--- src/rtl/ahb_master.sv ---
// ahb_master: single-channel AHB3-Lite master.
// Turns one local command into a SINGLE/INCR4/WRAP4/INCR8/INCR16 transfer.
// Ports:
//   HCLK, HRESETn (sync, active-low)
//   cmd_valid/cmd_ready/cmd_write/cmd_addr/cmd_size/cmd_burst: command in
//   wdata/wdata_ack: write beat source, ack pulses after each capture
//   rd_data/rd_valid: read beats; done/err: end-of-command status
//   HADDR/HTRANS/HBURST/HWRITE/HSIZE/HWDATA/parityBits: bus outputs
//   HRDATA/HREADY/HRESP: bus inputs
// Optional: AHB_MASTER_ERRINJ_EN adds inj_err, inverting parityBits[0]
// of the write beat captured while it is high.
module ahb_master #(
    parameter int ADDR_WIDTH = 32,
    parameter int DATA_WIDTH = 32
) (
    input  logic                  HCLK,
    input  logic                  HRESETn,
    input  logic                  cmd_valid,
    output logic                  cmd_ready,
    input  logic                  cmd_write,
    input  logic [ADDR_WIDTH-1:0] cmd_addr,
    input  logic [2:0]            cmd_size,
    input  logic [2:0]            cmd_burst,
    input  logic [DATA_WIDTH-1:0] wdata,
    output logic                  wdata_ack,
    output logic [DATA_WIDTH-1:0] rd_data,
    output logic                  rd_valid,
    output logic                  done,
    output logic                  err,
`ifdef AHB_MASTER_ERRINJ_EN
    input  logic                  inj_err,
`endif
    output logic [ADDR_WIDTH-1:0] HADDR,
    output logic [1:0]            HTRANS,
    output logic [2:0]            HBURST,
    output logic                  HWRITE,
    output logic [2:0]            HSIZE,
    output logic [DATA_WIDTH-1:0] HWDATA,
    output logic [15:0]           parityBits,
    input  logic [DATA_WIDTH-1:0] HRDATA,
    input  logic                  HREADY,
    input  logic                  HRESP
);

    typedef enum logic [2:0] {
        S_IDLE,
        S_ADDR,
        S_BURST,
        S_LAST,
        S_ERR,
        S_DONE
    } state_t;

    localparam logic [1:0] TR_IDLE   = 2'b00;
    localparam logic [1:0] TR_NONSEQ = 2'b10;
    localparam logic [1:0] TR_SEQ    = 2'b11;

    state_t state, next_state;

    logic [4:0]            cnt, cnt_d;
    logic [4:0]            cmd_beats;
    logic                  burst_ok, is_incr, crosses, cmd_ok;
    logic [10:0]           span;
    logic                  accept, data_ph, addr_done, inj;
    logic [ADDR_WIDTH-1:0] step, wrap_mask, addr_inc, addr_next;

    logic [ADDR_WIDTH-1:0] haddr_d;
    logic [1:0]            htrans_d;
    logic [2:0]            hburst_d, hsize_d;
    logic                  hwrite_d;
    logic [DATA_WIDTH-1:0] hwdata_d, rd_data_d;
    logic [15:0]           par_d;
    logic                  cmd_ready_d, wdata_ack_d, rd_valid_d;
    logic                  done_d, err_d;

`ifdef AHB_MASTER_ERRINJ_EN
    assign inj = inj_err;
`else
    assign inj = 1'b0;
`endif

    function automatic logic [15:0] pair_parity(input logic [31:0] d);
        logic [15:0] p;
        for (int i = 0; i < 16; i++) begin
            p[i] = d[2*i+1] ^ d[2*i];
        end
        return p;
    endfunction

    // Command legality; INCR bursts may not run past a 1 KB boundary.
    always_comb begin
        burst_ok  = 1'b1;
        is_incr   = 1'b0;
        cmd_beats = 5'd1;
        unique case (cmd_burst)
            3'b000: cmd_beats = 5'd1;
            3'b010: cmd_beats = 5'd4;
            3'b011: begin cmd_beats = 5'd4;  is_incr = 1'b1; end
            3'b101: begin cmd_beats = 5'd8;  is_incr = 1'b1; end
            3'b111: begin cmd_beats = 5'd16; is_incr = 1'b1; end
            default: burst_ok = 1'b0;
        endcase
        span    = 11'(cmd_beats) << cmd_size[1:0];
        crosses = is_incr &&
                  (({1'b0, cmd_addr[9:0]} + span) > 11'd1024);
        cmd_ok  = burst_ok && (cmd_size <= 3'd2) && !crosses;
    end

    // WRAP4 keeps the bits above log2(4*step) and wraps the rest.
    always_comb begin
        step      = ADDR_WIDTH'(1) << HSIZE[1:0];
        wrap_mask = (step << 2) - ADDR_WIDTH'(1);
        addr_inc  = HADDR + step;
        if (HBURST == 3'b010)
            addr_next = (HADDR & ~wrap_mask) | (addr_inc & wrap_mask);
        else
            addr_next = addr_inc;
    end

    assign accept  = cmd_valid && cmd_ready;
    assign data_ph = (state == S_BURST) || (state == S_LAST);
    // In S_ADDR no data phase is outstanding, so HRESP is not looked at.
    assign addr_done = HREADY &&
                       ((state == S_ADDR) ||
                        (state == S_BURST && !HRESP));

    always_ff @(posedge HCLK) begin
        if (!HRESETn) state <= S_IDLE;
        else          state <= next_state;
    end

    always_comb begin
        next_state = state;
        unique case (state)
            S_IDLE:
                if (accept) next_state = cmd_ok ? S_ADDR : S_DONE;
            S_ADDR:
                if (HREADY)
                    next_state = (cnt == 5'd1) ? S_LAST : S_BURST;
            S_BURST:
                if (HRESP)
                    next_state = HREADY ? S_DONE : S_ERR;
                else if (HREADY)
                    next_state = (cnt == 5'd1) ? S_LAST : S_BURST;
            S_LAST:
                if (HRESP)
                    next_state = HREADY ? S_DONE : S_ERR;
                else if (HREADY)
                    next_state = S_DONE;
            S_ERR:
                if (HREADY) next_state = S_DONE;
            S_DONE:
                next_state = S_IDLE;
            default:
                next_state = S_IDLE;
        endcase
    end

    // All outputs are registered; this block computes their next values.
    always_comb begin
        haddr_d   = HADDR;
        hburst_d  = HBURST;
        hsize_d   = HSIZE;
        hwrite_d  = HWRITE;
        hwdata_d  = HWDATA;
        par_d     = parityBits;
        rd_data_d = rd_data;
        cnt_d     = cnt;

        unique case (next_state)
            S_ADDR:  htrans_d = TR_NONSEQ;
            S_BURST: htrans_d = TR_SEQ;
            default: htrans_d = TR_IDLE;
        endcase

        cmd_ready_d = (next_state == S_IDLE);
        done_d      = (next_state == S_DONE);
        // Reaching S_DONE from S_IDLE means the command was rejected.
        err_d       = done_d &&
                      ((state == S_IDLE) || (state == S_ERR) || HRESP);
        rd_valid_d  = !HWRITE && data_ph && HREADY && !HRESP;
        wdata_ack_d = HWRITE && addr_done;

        if (accept && cmd_ok) begin
            haddr_d  = cmd_addr;
            hburst_d = cmd_burst;
            hsize_d  = cmd_size;
            hwrite_d = cmd_write;
            cnt_d    = cmd_beats;
        end

        if (addr_done) begin
            cnt_d = cnt - 5'd1;
            if (cnt != 5'd1) haddr_d = addr_next;
            if (HWRITE) begin
                hwdata_d = wdata;
                par_d    = pair_parity(32'(wdata)) ^ {15'd0, inj};
            end
        end

        if (rd_valid_d) rd_data_d = HRDATA;
    end

    always_ff @(posedge HCLK) begin
        if (!HRESETn) begin
            HADDR      <= '0;
            HTRANS     <= TR_IDLE;
            HBURST     <= 3'b000;
            HSIZE      <= 3'b000;
            HWRITE     <= 1'b0;
            HWDATA     <= '0;
            parityBits <= '0;
            rd_data    <= '0;
            rd_valid   <= 1'b0;
            wdata_ack  <= 1'b0;
            done       <= 1'b0;
            err        <= 1'b0;
            cmd_ready  <= 1'b0;
            cnt        <= '0;
        end else begin
            HADDR      <= haddr_d;
            HTRANS     <= htrans_d;
            HBURST     <= hburst_d;
            HSIZE      <= hsize_d;
            HWRITE     <= hwrite_d;
            HWDATA     <= hwdata_d;
            parityBits <= par_d;
            rd_data    <= rd_data_d;
            rd_valid   <= rd_valid_d;
            wdata_ack  <= wdata_ack_d;
            done       <= done_d;
            err        <= err_d;
            cmd_ready  <= cmd_ready_d;
            cnt        <= cnt_d;
        end
    end

endmodule

--- config.mk ---
export PLATFORM = sky130hd
export DESIGN_NAME = ahb_master
export DESIGN_NICKNAME = d
export VERILOG_FILES = /design/src/rtl/ahb_master.sv
export SDC_FILE = /design/constraint.sdc
export NUM_CORES = 1
export LEC_CHECK = 0
export BUFFER_PORTS_ARGS = -buffer_cell sky130_fd_sc_hd__buf_2
export CAP_MARGIN = 20
export CORE_AREA = 8 8 161 118
export CTS_CLUSTER_DIAMETER = 150
export DETAILED_ROUTE_END_ITERATION = 6
export DIE_AREA = 0 0 169 126
export PLACE_DENSITY = 0.65
export SYNTH_ARGS = -nofsm -noshare
export SYNTH_HDL_FRONTEND = slang
export SYNTH_SLANG_ARGS = --single-unit
--- constraint.sdc ---
create_clock -name HCLK -period 5.76 [get_ports HCLK]
set_clock_uncertainty 0.05 [all_clocks]
set_input_delay 1.152 -clock HCLK [delete_from_list [all_inputs] [get_ports HCLK]]
set_output_delay 1.152 -clock HCLK [all_outputs]
set_load 0.02 [all_outputs]
Word-level counts from Yosys, hierarchy flattened --
Cells that the tools add are included.
Storage, ports and cells: flip-flop bits (word level) 134, bits in latches 0, memory bits (writable) 0, bits in read-only memories 0, input port bits 108, output and inout bits 126, word-level logic and storage cells 103, memories 0
Cells by class: $add $sub $neg 4, $mul 0, divide/modulo/power cells 0, $lt $le $gt $ge 2, equality and inequality tests 14, shift operators 2, mux-type cells 19, bitwise gates (word level) 20, reduce and logical (&&, ||, !) cells 27
Operator list (number):
- 32-bit 2-to-1 mux | 4
- 32-bit AND | 2
- 32-bit adder | 1
- 32-bit inverter | 1
- 32-bit OR | 1
- 1-bit by 2-bit << shifter with 32-bit output (first input constant) | 1
- 32-bit by 1-bit subtractor with 32-bit output (second input constant) | 1
- 3-bit by 2-bit equality test with 1-bit output (second input constant) | 6
- 3-bit 2-to-1 mux | 6
- 1-bit bitwise XOR | 16
- 3-bit case mux with 5 select lines | 1
- 5-bit case mux with 3 select lines | 1
- 3-bit equality test (second input constant) | 4
- 1-bit logical AND | 12
- 10-bit by 11-bit adder with 11-bit output | 1
- 11-bit > comparator (second input constant) | 1
- 5-bit by 2-bit << shifter with 11-bit output | 1
- 5-bit 2-to-1 mux | 2
- 3-bit logical NOT | 3
- 3-bit by 1-bit equality test with 1-bit output (second input constant) | 2
- 5-bit by 1-bit equality test with 1-bit output (second input constant) | 1
- 5-bit by 1-bit != test with 1-bit output (second input constant) | 1
- 5-bit OR reduction | 1
- 5-bit by 1-bit subtractor with 5-bit output (second input constant) | 1
- other kinds (9) | 17

Longest topological paths before layout --
Gate-level depths: netlist (run 1).
word-level depth 14, depth in mapped cells 17, gate-level depth less buffers 14

Least setup slack after synthesis (run 1) --
OpenSTA, ideal clock, no wires.
path type input to register, start input port cmd_burst[2], end register (tool-made name), library setup time 0.122 ns, arrival time 4.272 ns, data required time 5.588 ns, slack 1.316 ns, cell stages on the path 16, path buffers 3, path through clkbuf_1 nand2b_1 nand2_1 nor3_1 ha_1 inv_1 fa_1 xnor2_1 nor4b_1 and4_1 nand4b_1 o41a_1 or2_1 buf_2 buf_6 o311a_1
RTL lines:
- start, declared | RTL line 23 | input logic [2:0] cmd_burst,

==> impl_metrics.tcl, run 1 <==
set metrics [dict create \
    status "complete, no violations" \
    reg2reg_slack_ns 2.50 \
    ctsResizeCount 0 \
    p_seq_share_pct 42.5 \
    start_kind "input pin" \
    core_sq_um 16600 \
    max_freq_mhz 217 \
    drv_cap 0 \
    use_met3_pct 4.81 \
    cts-root-buf "clkbuf_16" \
    ys_seq_elements 134 \
    setup_viol 0 \
    netlist_instances 856 \
    insertion_delay_ns 0.42 \
    drc_errors 0 \
    most-common-layout-cells "233 x buf_2, 193 x nand2_1, 134 x dfxtp_1" \
    initial_utilization_pct 39.6 \
    fin_cells 1307 \
    clkPwrFrac_pct 44.8 \
    avgSynthCellArea_sq_um 7.70 \
    holdWs_ns 0.402 \
    finalSetupTns_ns 0 \
    combPwrFrac_pct 12.7 \
    grt_setup_unrepaired "no" \
    clk_pin_slew_ns 0.07 \
    fin_crit_sh_pct 80.1 \
    cp-startpoint "cmd_burst[2]" \
    grt.overflow.total 0 \
    synth_xor_area_share_pct 3.59 \
    wl_per_cell_microns 16.1 \
    grt_pass1_wl_mm 33.4 \
    cp_max_fo 13 \
    rows 40 \
    cts_sinks 134 \
    io_pins 234 \
    leakage_nw 3.66 \
    netlist_area_sq_um 6590 \
    critical_path.endpoint_type "register" \
    wirelength_mm 21.1 \
    syn_to_final_growth_pct 29.5 \
    final_common_cell "buf_2" \
    numCtsBuffers 17 \
    via_per_inst 5.19 \
    yosysWarnings 0 \
    grt_max_degree 65 \
    die_h_microns 126 \
    slew_viol_final 0 \
    crit_type "in2reg" \
    synthesis.nets 981 \
    top_usage_layer "met2" \
    diodes 0 \
    synth-adder-area-share_pct 3.46 \
    ctsHoldBuffers 0 \
    p_int_mw 1.64 \
    cp_data_arrival_time_ns 4.88 \
    synth_compound_area_share_pct 20.1 \
    track_usage_pct 19.2 \
    dp_hpwl_mm 15.5 \
    drtPass1Iterations 5 \
    power_density_nw_per_um2 271 \
    worstPathRequired_ns 6.03 \
    relSlewSlack_pct 33.6 \
    netlist-cell-type-count 61 \
    die_w_microns 169 \
    gr-usage-met2_pct 30.3 \
    p_sw_share_pct 29.1 \
    vias 6788 \
    cts_tree "yes" \
    cts_setup_buffers 0 \
    hold_violations 0 \
    numPlacedInstances 1273 \
    tightest_slew_ns 0.986 \
    port_buffers 233 \
    synth_top_family_by_area "simple AND/OR/NAND/NOR gates" \
    drive_gt1_share_pct 27.0 \
    drt_iter0_markers 635 \
    ys_seq_area_share_pct 40.7 \
    reg2reg_depth 10 \
    antenna_found_initial 0 \
    synth_ff_type "dfxtp_1" \
    grt_use_met1_pct 25.4 \
    postRouteAntennaNets 0 \
    clockBufferDepth 2 \
    nets 1188 \
    yosys.area_share.simple_pct 27.1 \
    muxShareOfSynthArea_pct 0.475 \
    async_flop_share_pct 0 \
    timing.rr.start "HSIZE[0]" \
    grt_pass1_vias 6169 \
    final_core_util_pct 51.4 \
    synth_edf_count 0 \
    dieArea_sq_um 21300 \
    globalplace.congestion 0.880 \
    fin_crit_ns 4.61 \
    hp-class "reg2reg" \
    htreeDepth 4 \
    p_sw_mw 0.674 \
    ir_drop_mv 0.171 \
]
==> logic make-up (layout without fill, tap and decap cells) <==
family	Yosys count	in the layout
XOR/XNOR	27	27
adder cells (fa/ha/maj)	17	17
AO/OA/AOI/OAI	208	208
multiplexers	3	3
AND/OR/NAND/NOR	391	391
flip-flops	134	134
buffers and inverters	76	296
==> critical path, cell delays in order <==
cell	delay (ns)
buf_2	0.17
nand2b_1	0.21
nand2_1	0.13
nor3_1	0.15
ha_1	0.21
inv_1	0.06
fa_1	0.40
xnor2_1	0.15
nor4b_1	0.30
and4_1	0.24
nand4b_1	0.11
o41a_1	0.52
nor3_2	0.65
nor2_1	0.12
o31a_1	0.30
==> cell usage after synthesis (8+ instances only) <==
cell type,instances,area share [%]
clkbuf_1,45,2.6
xnor2_1,21,2.8
ha_1,15,2.8
and2_1,9,0.85
nor2_1,68,3.9
o21ai_0,18,1.4
inv_1,18,1.0
nand4b_1,8,1.1
nand3_1,22,1.7
a31oi_1,11,1.0
a21oi_1,96,7.3
nand4_1,17,1.6
nand2_1,193,11
a211oi_1,26,3.0
and3_1,8,0.76
nor3_1,30,2.3
dfxtp_1,134,41
==> metal layers <==
metal  part of all wire [%]  vias to the layer above  wire (microns)
li1                       -                     3437               -
met1                     46                     3118            9670
met5                      0                        -               0
met4                   0.95                        0             201
met2                     46                      219            9770
met3                    6.7                       14            1410
==> worst min-delay path by stage <==
stage | end | slack (ns) | startpoint | depth (start not counted)
floorplan | cnt[1] | 0.44 | cnt[1] | 2
global placement | HWDATA[16] | 0.39 | HWDATA[16] | 2
detailed placement | HWDATA[29] | 0.39 | HWDATA[29] | 2
CTS | HWDATA[29] | 0.40 | HWDATA[29] | 2
global route | rd_data[28] | 0.42 | rd_data[28] | 2
finish | HWDATA[29] | 0.40 | HWDATA[29] | 2
==> metrics by stage <==
step | total power [mW] | setup WS, ns | cell area, sq um
2_1_floorplan | 1.18 | 1.32 | 6590
3_3_place_gp | 1.30 | 0.989 | 7890
3_5_place_dp | 1.30 | 0.741 | 7920
4_1_cts | 2.33 | 1.17 | 8490
5_1_grt | 2.42 | 0.868 | 8530
6_report | 2.31 | 1.15 | 8530
==> area by class of cell <==
class	instances	area, sq um
Inverter	18	67.6
Sequential cell	134	2680
Timing Repair Buffer	246	1320
Multi-Input combinational cell	646	3610
Fill cell	1672	8080
Tap cell	231	289
Clock buffer	17	425
Clock inverter	15	139
==> power groups by stage <==
stage | Sequential [mW] | Clock, mW | Combinational (mW)
floorplan | 1.02 | 0 | 0.165
global placement | 1.00 | 0 | 0.291
detailed placement | 1.00 | 0 | 0.292
CTS | 0.984 | 1.06 | 0.293
global route | 0.989 | 1.10 | 0.326
finish | 0.984 | 1.04 | 0.294
No activity file was read; power rests on OpenSTA's default activity.
==> inputs of run 2 (changes only) <==
PLACE_DENSITY = 0.67   (was 0.65)
clock period = 3.9 ns   (was 5.76 ns; I/O delays follow)
==> run 2 against run 1 <==
  * Critical path depth grew 1
  * Wire length about the same
  * Core utilization rose by 1.1 points
  * Final cell count rose by 1.6%
==> impl_metrics.tcl, run 2 (synthesized netlist as in run 1, its figures left out) <==
set metrics [dict create \
    wl_per_cell_microns 15.9 \
    grt_max_degree 65 \
    die_h_microns 126 \
    track_usage_pct 19.2 \
    io_pins 234 \
    ctsHoldBuffers 0 \
    most-common-layout-cells "233 x buf_2, 193 x nand2_1, 134 x dfxtp_1" \
    slew_viol_final 0 \
    insertion_delay_ns 0.42 \
    numCtsBuffers 17 \
    antenna_found_initial 1 \
    rows 40 \
    grt.overflow.total 0 \
    hold_violations 0 \
    drtPass1Iterations 5 \
    maxUsedRoutingLayer "met4" \
    drive_gt1_share_pct 28.3 \
    fin_crit_ns 3.51 \
    grt_pass1_wl_mm 33.4 \
    cts_setup_buffers 0 \
    critical_path.endpoint_type "register" \
    final_core_util_pct 52.5 \
    globalplace.congestion 0.886 \
    status "complete, no violations" \
    clk_pin_slew_ns 0.06 \
    ir_drop_mv 0.253 \
    worstPathRequired_ns 4.14 \
    hp-class "reg2reg" \
    fill_cells 1651 \
    cts-root-buf "clkbuf_16" \
    core_sq_um 16600 \
    ctsResizeCount 0 \
    power_density_nw_per_um2 403 \
    drc_errors 0 \
    tightest_slew_ns 0.808 \
    crit_type "in2reg" \
    wl_met1_mm 9.76 \
    placed_cell_area_sq_um 8100 \
    whs_path_depth 2 \
    timing.rr.start "HSIZE[0]" \
    holdWs_ns 0.399 \
    wl_met2_mm 9.47 \
    p_total_mw 3.52 \
    htreeDepth 4 \
    via_per_inst 5.21 \
    max_freq_mhz 285 \
    cts_tree "yes" \
    initial_utilization_pct 39.6 \
    final_common_cell "buf_2" \
    drt_iter0_markers 510 \
    hp-start "HWDATA[29]" \
    place_ws_ns -0.0206 \
    grt_pass1_vias 6352 \
    nets 1208 \
    postRouteAntennaNets 0 \
    die_w_microns 169 \
    dp_hpwl_mm 15.6 \
    fin_area_sq_um 8720 \
    hold_end "HWDATA[29]" \
    port_buffers 233 \
    cts_sinks 134 \
    fin_crit_sh_pct 90.0 \
    reg2reg_slack_ns 0.87 \
    wl_met3_mm 1.49 \
    reg2reg_depth 11 \
    start_kind "input pin" \
    cp_max_fo 33 \
    clockBufferDepth 2 \
    vias 6916 \
    leakage_nw 3.77 \
    dieArea_sq_um 21300 \
    grt_setup_unrepaired "no" \
    drv_cap 0 \
    wirelength_mm 21.1 \
    cp_data_arrival_time_ns 3.75 \
    setup_viol 0 \
    syn_to_final_growth_pct 32.4 \
    setup_ws_ns 0.389 \
    relSlewSlack_pct 46.1 \
]
==> run 2: changes by cell type in the layout (fill, tap and decap cells not counted), sizes merged <==
| cell | previous run | this run |
|---|---|---|
| buf | 246 | 266 |
| bufinv | 0 | 2 |
| clkbuf | 17 | 20 |
| clkinv | 4 | 2 |
| diode | 0 | 1 |
| inv | 26 | 23 |
==> run 2: area by class of cell <==
type	count	area (sq um)	area share [%]
sequential	134	2680	30.8
multi-input combinational	646	3620	41.5
clock inverter	12	143	1.64
inverter	18	67.6	0.775
antenna	1	2.50	0.0287
clock buffer	20	447	5.12
timing repair buffer	266	1470	16.9
tap	231	289	3.31
==> run 2: critical path, stage by stage <==
cell and delay [ns]:
buf_2 0.10, nand2b_4 0.12, nand2_1 0.06, nor3_1 0.15
ha_1 0.20, inv_1 0.06, fa_1 0.40, xnor2_1 0.15
nor4b_1 0.23, and4_1 0.23, nand4b_1 0.09, o41a_1 0.39
or2_1 0.26, buf_12 0.19, o311ai_0 0.28, a21oi_1 0.07
==> run 2: how the worst max path moves through the flow <==
stage                       from        to  slack [ns]  depth (start not counted)
floorplan           cmd_burst[2]  register        0.01                         16
global placement    cmd_burst[2]  register        0.06                         16
detailed placement  cmd_burst[2]  register       -0.02                         16
CTS                 cmd_burst[2]  register        0.43                         16
global route        cmd_burst[2]  register        0.17                         16
finish              cmd_burst[2]  register        0.39                         16
==> run 2: power by group <==
group,leakage [nW],switching (mW),internal [mW],total [mW]
clock,0.280,0.639,0.970,1.61
combinational,2.41,0.267,0.188,0.455
sequential,1.08,0.0466,1.41,1.46
==> run 2: routing by layer <==
layer | track usage, % | vias up
met3 | 4.96 | 26
met5 | 0 | -
met1 | 25.4 | 3158
met2 | 29.7 | 254
met4 | 6.64 | 0
li1 | - | 3478
==> run 2: stage by stage <==
| stage | std cells | TNS [ns] |
|---|---|---|
| 2_1_floorplan | 856 | 0 |
| 3_3_place_gp | 1294 | 0 |
| 3_5_place_dp | 1294 | -0.0206 |
| 4_1_cts | 1326 | 0 |
| 5_1_grt | 1328 | 0 |
| 6_report | 1328 | 0 |
